===== src/rtl/digit_mul_pkg.sv =====
// Shared types and constants for the digit-serial multiplier sequencer.
package digit_mul_pkg;

  typedef enum logic [1:0] {
    IDLE = 2'd0,
    RUN  = 2'd1,
    DONE = 2'd2
  } state_t;

  localparam int DIGIT_W = 2;
  localparam int PP_W    = 4;

  // Digit counter width; at least one bit so WIDTH=2 still has a legal counter.
  function automatic int cnt_w(input int digits);
    int w;
    w = 1;
    while ((1 << w) < digits) w++;
    return w;
  endfunction

endpackage


===== src/rtl/digit_mul2x2.sv =====
// Combinational 2-bit x 2-bit -> 4-bit unsigned digit multiplier.
module digit_mul2x2
  import digit_mul_pkg::*;
(
  input  logic [DIGIT_W-1:0] x,
  input  logic [DIGIT_W-1:0] y,
  output logic [PP_W-1:0]    p
);

  assign p = PP_W'(x) * PP_W'(y);

endmodule


===== src/rtl/digit_serial_mul_ctrl.sv =====
// WIDTH x WIDTH unsigned multiplier built from one time-shared 2x2 digit multiplier.
// Optional whole-operand zero shortcut: DIGIT_MUL_ZERO_SKIP_EN.
//
// Handshake: a transfer happens on a rising edge where valid and ready are both
// high; valid is never withdrawn by this block before its transfer, and data is
// held stable while valid is high and ready is low.
module digit_serial_mul_ctrl
  import digit_mul_pkg::*;
#(
  parameter int WIDTH = 8
) (
  input  logic               clk,
  input  logic               rst_n,
  input  logic               in_valid,
  output logic               in_ready,
  input  logic [WIDTH-1:0]   a,
  input  logic [WIDTH-1:0]   b,
  output logic               out_valid,
  input  logic               out_ready,
  output logic [2*WIDTH-1:0] product,
  output logic               busy,
  output state_t             state_dbg
);

  localparam int DIGITS = WIDTH / DIGIT_W;
  localparam int CW     = cnt_w(DIGITS);
  localparam int AW     = 2 * WIDTH;
  localparam int SW     = CW + 2;
  localparam logic [CW-1:0] LAST = CW'(DIGITS - 1);

  state_t state, state_next;

  logic [DIGITS-1:0][DIGIT_W-1:0] a_r, b_r;
  logic [AW-1:0] acc, acc_sum, pp_sh;
  logic [CW-1:0] i_r, j_r;
  logic [PP_W-1:0] pp;
  logic [SW-1:0] sh;
  logic last_pair, zero_op;

  digit_mul2x2 u_mul (
    .x (a_r[i_r]),
    .y (b_r[j_r]),
    .p (pp)
  );

  // Digit pair (i, j) carries weight 4^(i+j).
  assign sh        = {1'b0, i_r, 1'b0} + {1'b0, j_r, 1'b0};
  assign pp_sh     = AW'(pp) << sh;
  assign acc_sum   = acc + pp_sh;
  assign last_pair = (i_r == LAST) && (j_r == LAST);

`ifdef DIGIT_MUL_ZERO_SKIP_EN
  assign zero_op = (a == '0) || (b == '0);
`else
  assign zero_op = 1'b0;
`endif

  assign in_ready  = (state == IDLE);
  assign out_valid = (state == DONE);
  assign busy      = (state == RUN);
  assign state_dbg = state;

  always_comb begin
    state_next = state;
    case (state)
      IDLE: if (in_valid) state_next = zero_op ? DONE : RUN;
      RUN:  if (last_pair) state_next = DONE;
      DONE: if (out_ready) state_next = IDLE;
      default: state_next = IDLE;
    endcase
  end

  always_ff @(posedge clk or negedge rst_n) begin
    if (!rst_n) state <= IDLE;
    else        state <= state_next;
  end

  always_ff @(posedge clk or negedge rst_n) begin
    if (!rst_n) begin
      a_r     <= '0;
      b_r     <= '0;
      acc     <= '0;
      i_r     <= '0;
      j_r     <= '0;
      product <= '0;
    end else begin
      case (state)
        IDLE: begin
          if (in_valid) begin
            a_r <= a;
            b_r <= b;
            acc <= '0;
            i_r <= '0;
            j_r <= '0;
            if (zero_op) product <= '0;
          end
        end
        RUN: begin
          acc <= acc_sum;
          if (j_r == LAST) begin
            j_r <= '0;
            i_r <= i_r + 1'b1;
          end else begin
            j_r <= j_r + 1'b1;
          end
          if (last_pair) product <= acc_sum;
        end
        default: ;
      endcase
    end
  end

endmodule


===== config.mk =====
export PLATFORM = sky130hd
export DESIGN_NAME = digit_serial_mul_ctrl
export DESIGN_NICKNAME = d
export VERILOG_FILES = /design/src/rtl/digit_mul_pkg.sv /design/src/rtl/digit_mul2x2.sv /design/src/rtl/digit_serial_mul_ctrl.sv
export SDC_FILE = /design/constraint.sdc
export NUM_CORES = 1
export LEC_CHECK = 0
export BUFFER_PORTS_ARGS = -buffer_cell sky130_fd_sc_hd__clkbuf_2
export CAP_MARGIN = 5
export CORE_MARGIN = 10
export CORE_UTILIZATION = 57
export DETAILED_ROUTE_END_ITERATION = 12
export PLACE_DENSITY = 0.8
export SYNTH_ARGS = -nofsm -noshare
export SYNTH_HDL_FRONTEND = slang
export SYNTH_SLANG_ARGS = --single-unit

===== constraint.sdc =====
create_clock -name clk -period 11.3 [get_ports clk]
set_clock_uncertainty 0.2 [all_clocks]
set_input_delay 0.565 -clock clk [delete_from_list [all_inputs] [get_ports clk]]
set_output_delay 0.565 -clock clk [all_outputs]
set_load 0.03 [all_outputs]

Yosys cells after proc, flatten, opt, wreduce, memory -nomap -nowiden

Index checks and enable logic that the tools add are counted.
W data, S select, Z words.

$add $sub $neg: 4
Multiply operators: 1
Magnitude comparators: 2
Equal/unequal tests: 8
Shift operators: 1
Mux-type cells: 15
Reduce and logical (&&, ||, !) cells: 8

Operators with widths:

| operator              | count |
|---|---|
| $pmux W16 S2          | 1 |
| $add A16 B16 Y16      | 1 |
| $mux W16              | 1 |
| $mux W2               | 8 |
| $shl A4 B4 Y16        | 1 |
| $bmux W2 S2           | 2 |
| $pmux W2 S2           | 2 |
| $eq A2 B2 Y1 const B  | 3 |
| $lt A2 B3 Y1 const B  | 2 |
| $ne A2 B1 Y1 const B  | 3 |
| $pmux W2 S3           | 1 |
| $reduce_and A2 Y1     | 3 |
| $reduce_and A3 Y1     | 2 |
| $add A2 B1 Y2 const B | 2 |
| $add A3 B3 Y4         | 1 |
| $mul A2 B2 Y4         | 1 |
| $eq A2 B1 Y1 const B  | 1 |
| $logic_not A2 Y1      | 1 |
| $ne A2 B2 Y1 const B  | 1 |
| $reduce_bool A2 Y1    | 1 |
| $logic_and A1 B1 Y1   | 1 |

Bits in registers: 54
Output and inout port bits: 21

Longest topological paths before layout

Word-level depth: 6
Mapped depth: 15
Mapped depth without buffers: 14

By module

A second synthesis with hierarchy kept.

Cell total of the unflattened synthesis: 320
Area, all modules: 3153.0 sq um

By module, submodules not included:

| module                | times used | cells each | area an instance (sq um) | sequential area each (sq um) |
|---|---|---|---|---|
| digit_serial_mul_ctrl | 1          | 314        | 3103.0                   | 1351.3 |
| digit_mul2x2          | 1          | 6          | 50.0                     | 0.0 |

Least setup slack after synthesis

OpenSTA, ideal clock, no wires.

Path type: reg2reg
From: register i_r[0]
To: register acc[14]
Setup time: 160 ps
Arrival time: 3410 ps
Required time: 10940 ps
Slack: 7530 ps
Stages on the path, launching flop included: 15
Path buffers: 0
Period minus slack after synthesis: 3770 ps
Cell sequence: dfrtp_1 > mux4_2 > and2_1 > ha_1 > ha_1 > nor2b_1 > a31oi_1 > nor2_1 > ha_1 > and3_1 > a221oi_1 > o21ai_0 > a41oi_1 > mux2i_1 > a31oi_1

Word-level cells in the longest chain between the ends: 6

RTL lines:

| what                          | line                         | text |
|---|---|---|
| start: declaration            | digit_serial_mul_ctrl.sv:35  | `logic [CW-1:0] i_r, j_r;` |
| start signal: assignment      | digit_serial_mul_ctrl.sv:102 | `i_r <= i_r + 1'b1;` |
| $bmux W2 S2                   | digit_serial_mul_ctrl.sv:41  | `.x (a_r[i_r]),` |
| $mux W2 (implied by the code) | digit_serial_mul_ctrl.sv:41  |  |
| $mul A2 B2 Y4                 | digit_mul2x2.sv:10           | `assign p = PP_W'(x) * PP_W'(y);` |
| $shl A4 B4 Y16 *              | digit_serial_mul_ctrl.sv:48  | `assign pp_sh = AW'(pp) << sh;` |
| $add A16 B16 Y16 *            | digit_serial_mul_ctrl.sv:49  | `assign acc_sum = acc + pp_sh;` |
| $pmux W16 S2 *                | digit_serial_mul_ctrl.sv:87  | `case (state)` |
| end signal: assignment        | digit_serial_mul_ctrl.sv:99  | `acc <= acc_sum;` |
| end: declaration              | digit_serial_mul_ctrl.sv:34  | `logic [AW-1:0] acc, acc_sum, pp_sh;` |

Mark *: on every way between the ends. The rest lies on a longest branch, timed or not. The select of a mux whose other input is x is not followed.
A chain may end at the register's enable or synchronous reset.

Worst setup path after layout

From: register j_r[0]
To: register product[14]

Word-level cells in the longest chain between the ends: 5

RTL lines:

| what                          | line                         | text |
|---|---|---|
| start: declaration            | digit_serial_mul_ctrl.sv:35  |  |
| start signal: assignment      | digit_serial_mul_ctrl.sv:104 | `j_r <= j_r + 1'b1;` |
| $bmux W2 S2                   | digit_serial_mul_ctrl.sv:42  | `.y (b_r[j_r]),` |
| $mux W2 (implied by the code) | digit_serial_mul_ctrl.sv:42  |  |
| $mul A2 B2 Y4                 | digit_mul2x2.sv:10           |  |
| $shl A4 B4 Y16                | digit_serial_mul_ctrl.sv:48  |  |
| $add A16 B16 Y16              | digit_serial_mul_ctrl.sv:49  |  |
| end signal: assignment        | digit_serial_mul_ctrl.sv:106 | `if (last_pair) product <= acc_sum;` |
| end: declaration              | digit_serial_mul_ctrl.sv:20  | `output logic [2*WIDTH-1:0] product,` |

Parallel ways exist; a longest one is shown, timed or not. The select of a mux whose other input is x is not followed.

==> results.cfg <==
[run_status]
outcome = complete, no violations

[synthesis]
synth-xor-area-share = 0.0362
yosys_register_bits = 54
synth_cells = 349
synth_area_sq_mm = 0.00315
synth_fa_ha_area_frac = 0.0963
synth-simple-area-share = 0.207
syn_avg_cell_area_sq_um = 9.01
seq_area_frac_synth = 0.430
synthArstFlopShare = 1.00
ys_types = 44
yosysTopAreaCell = dfrtp_1
synth_edf_count = 0
synth_top_area_share = 0.430
synth.mux.area_fraction = 0.0449
yosysWarnings = 0
synth_top_family_by_area = simple AND/OR/NAND/NOR gates
ys.flop_type = dfrtp_1
synth-compound-area-share = 0.156
synth_fp_nets = 392
synth_area_leaders = dfrtp_1, nand2_1, ha_1

[drt]
drtPass1Iterations = 4
num_vias = 2531
drt-met1-wl_um = 3000
viasPerCell = 5.60
wl_per_cell_um = 15.2
routed-wl-met3_um = 378
drtIter0Drc = 187
dr_wl_met2_um = 3350
drc = 0
totalWireLength_um = 6860
highest_layer = met4
ant_nets = 0

[floorplanning]
rows = 26
start_util = 0.601
ios = 41
dieArea_sq_mm = 0.00889
fp.dieH_um = 94.3
core-area_sq_mm = 0.00524
die_w_um = 94.3

[timing]
final.min_clock_period_ns = 4.18
fin_ws_ns = 7.12
timing.setup.tns_ns = 0
post-route-period-util = 0.370
hold_viol = 0
rsz0062_at_grt = false
slew_headroom = 0.280
max_clock_freq_mhz = 239
slew_violations = 0
setup_viol = 0
worst_slew_pin_slew_ns = 1.08

[power_and_ir_drop]
p_leak_nw = 1.72
power_density_mw_per_mm2 = 289
vdd_drop_max_uv = 135

[clock_tree]
cts_num_sinks = 54
clkTransAtPathRegs_ns = 0.09
clkLatencyLatePin_ns = 0.31
clock_path_buffers = 2
cts_hold_buffers = 0
cts_buffers = 5
h-tree-depth = 2
postCtsResizedCells = 0
cts_root_buf = clkbuf_8
post_cts_buffers = 0
cts_tree = built

[cells_and_area]
antenna_cells = 0
final_cell_mix = nand2_1, dfrtp_1, clkbuf_2, o21ai_0, nor2_1
fin_cells = 452
drive_gt1_frac = 0.160
nets = 425
layout_commonest_cell = nand2_1
areaGrowthSynthToFinish_pct = 11.1

[critical_path]
cp_slowest_cell = mux4_2
path_class = reg -> reg
crit_required_ns = 11.26
rr_endpoint = product[14]
critPathMaxStageDelay_ns = 0.54
r2r-start = j_r[0]
reg2reg_slack_ns = 7.12
crit_path_start = j_r[0]
critPathLaunchType = flop
end_kind = flop
path_max_fanout = 7
crit_end = product[14]
path_cells = mux4_2 -> and2_1 -> ha_1 -> ha_1 -> nor2b_1 -> a31oi_1 -> nor2_1 -> ha_1 -> and3_1 -> a221oi_1 -> o21ai_0 -> a41oi_1 -> mux2i_1 -> o22ai_1
arrival_ns = 4.14
cp_common_cell = ha_1
ff2ff_path_depth = 14

[run]
drv_cap = 0

[place]
numPortBuffers = 40
dp_hpwl_um = 5240
post-place-ws_ns = 7.14
dp.cells = 445
gp_congestion = 0.865

[global_route]
grt_pass1_vias = 2582
antenna_found_initial = 0
grt_usage = 0.164
grt_max_degree = 55
grt_pass1_wl_um = 12000
grt.overflow.total = 0

[min_path]
min_path_type = in -> async
-- synth_stat cells (3+ instances only) --
| master | instances |
|---|---|
| nand2_1 | 87 |
| dfrtp_1 | 54 |
| o21ai_0 | 28 |
| nor2_1 | 24 |
| ha_1 | 21 |
| clkbuf_1 | 11 |
| nand3_1 | 11 |
| nor2b_1 | 10 |
| a21oi_1 | 9 |
| inv_1 | 9 |
| xnor2_1 | 7 |
| a31oi_1 | 6 |
| and2_1 | 6 |
| o21ai_1 | 6 |
| xor2_1 | 6 |
| nand2b_1 | 5 |
| a21o_1 | 4 |
| mux2i_1 | 4 |
| mux4_2 | 4 |
| buf_2 | 3 |
| nor3_1 | 3 |
| o22ai_1 | 3 |
-- layer usage --
metal / GRT usage / vias to the layer above
met5: 0 / -
met4: 0.0759 / 0
met3: 0.0352 / 12
met2: 0.268 / 76
met1: 0.202 / 1184
li1: - / 1259
-- where the power goes --
group	switching (W)	internal (W)	leakage (nW)	total (W)
combinational	0.000341	0.000203	0.971	0.000544
clock	0.0000611	0.0000709	0.0573	0.000132
sequential	0.0000563	0.000275	0.691	0.000332
-- final cells by class --
type / count / area, sq um
Clock buffer: 6 / 82.6
Multi-Input combinational cell: 271 / 1700
Timing Repair Buffer: 41 / 208
Inverter: 9 / 33.8
Fill cell: 451 / 1740
Tap cell: 70 / 87.6
Sequential cell: 54 / 1350
Clock inverter: 1 / 30.0
-- critical path: cells and delay by family (launching register included) --
family	cells	cell delay (ns)
AOI/OAI and AO/OA	5	1.03
adders and majority gates	3	0.87
DFF	1	0.48
muxes	2	0.80
and+or+nand+nor	4	0.65
-- worst min path at each step --
stage               start      endpoint  slack [ns]  depth (start not counted)
3_5_place_dp       b_r[6]        b_r[6]        0.27                          2
4_1_cts             rst_n  state_dbg[1]        0.20                          2
6_report            rst_n  state_dbg[1]        0.16                          2
3_3_place_gp   product[1]    product[1]        0.26                          2
5_1_grt             rst_n  state_dbg[1]        0.22                          2
2_1_floorplan       rst_n        a_r[0]        0.07                          0
-- through the flow --
| stage | cell area, sq um | total power (W) | util | hold slack, ns |
|---|---|---|---|---|
| final | 3490 | 0.00101 | 0.667 | 0.162 |
| after global routing | 3490 | 0.00110 | 0.667 | 0.224 |
| after CTS | 3490 | 0.00101 | 0.667 | 0.197 |
| after detailed placement | 3380 | 0.000880 | 0.645 | 0.265 |
| after global placement | 3380 | 0.000858 | 0.645 | 0.259 |
| after floorplan | 3150 | 0.000743 | - | 0.0694 |
-- kinds of logic (layout without fill, tap and decap cells) --
family	count (synthesis)	count (layout)
flops	54	54
fa+ha+maj	23	23
compound gates	75	75
simple gates	151	151
mux	9	9
xor+xnor	13	13
buf+inv	24	57
-- flip-flops by register name (all words and copies together), names as in the netlist --
register and cells:
acc 16, b_r 8, state_dbg 2, product 16, a_r 8, i_r 2
j_r 2
No activity file was read; power rests on OpenSTA's default activity.
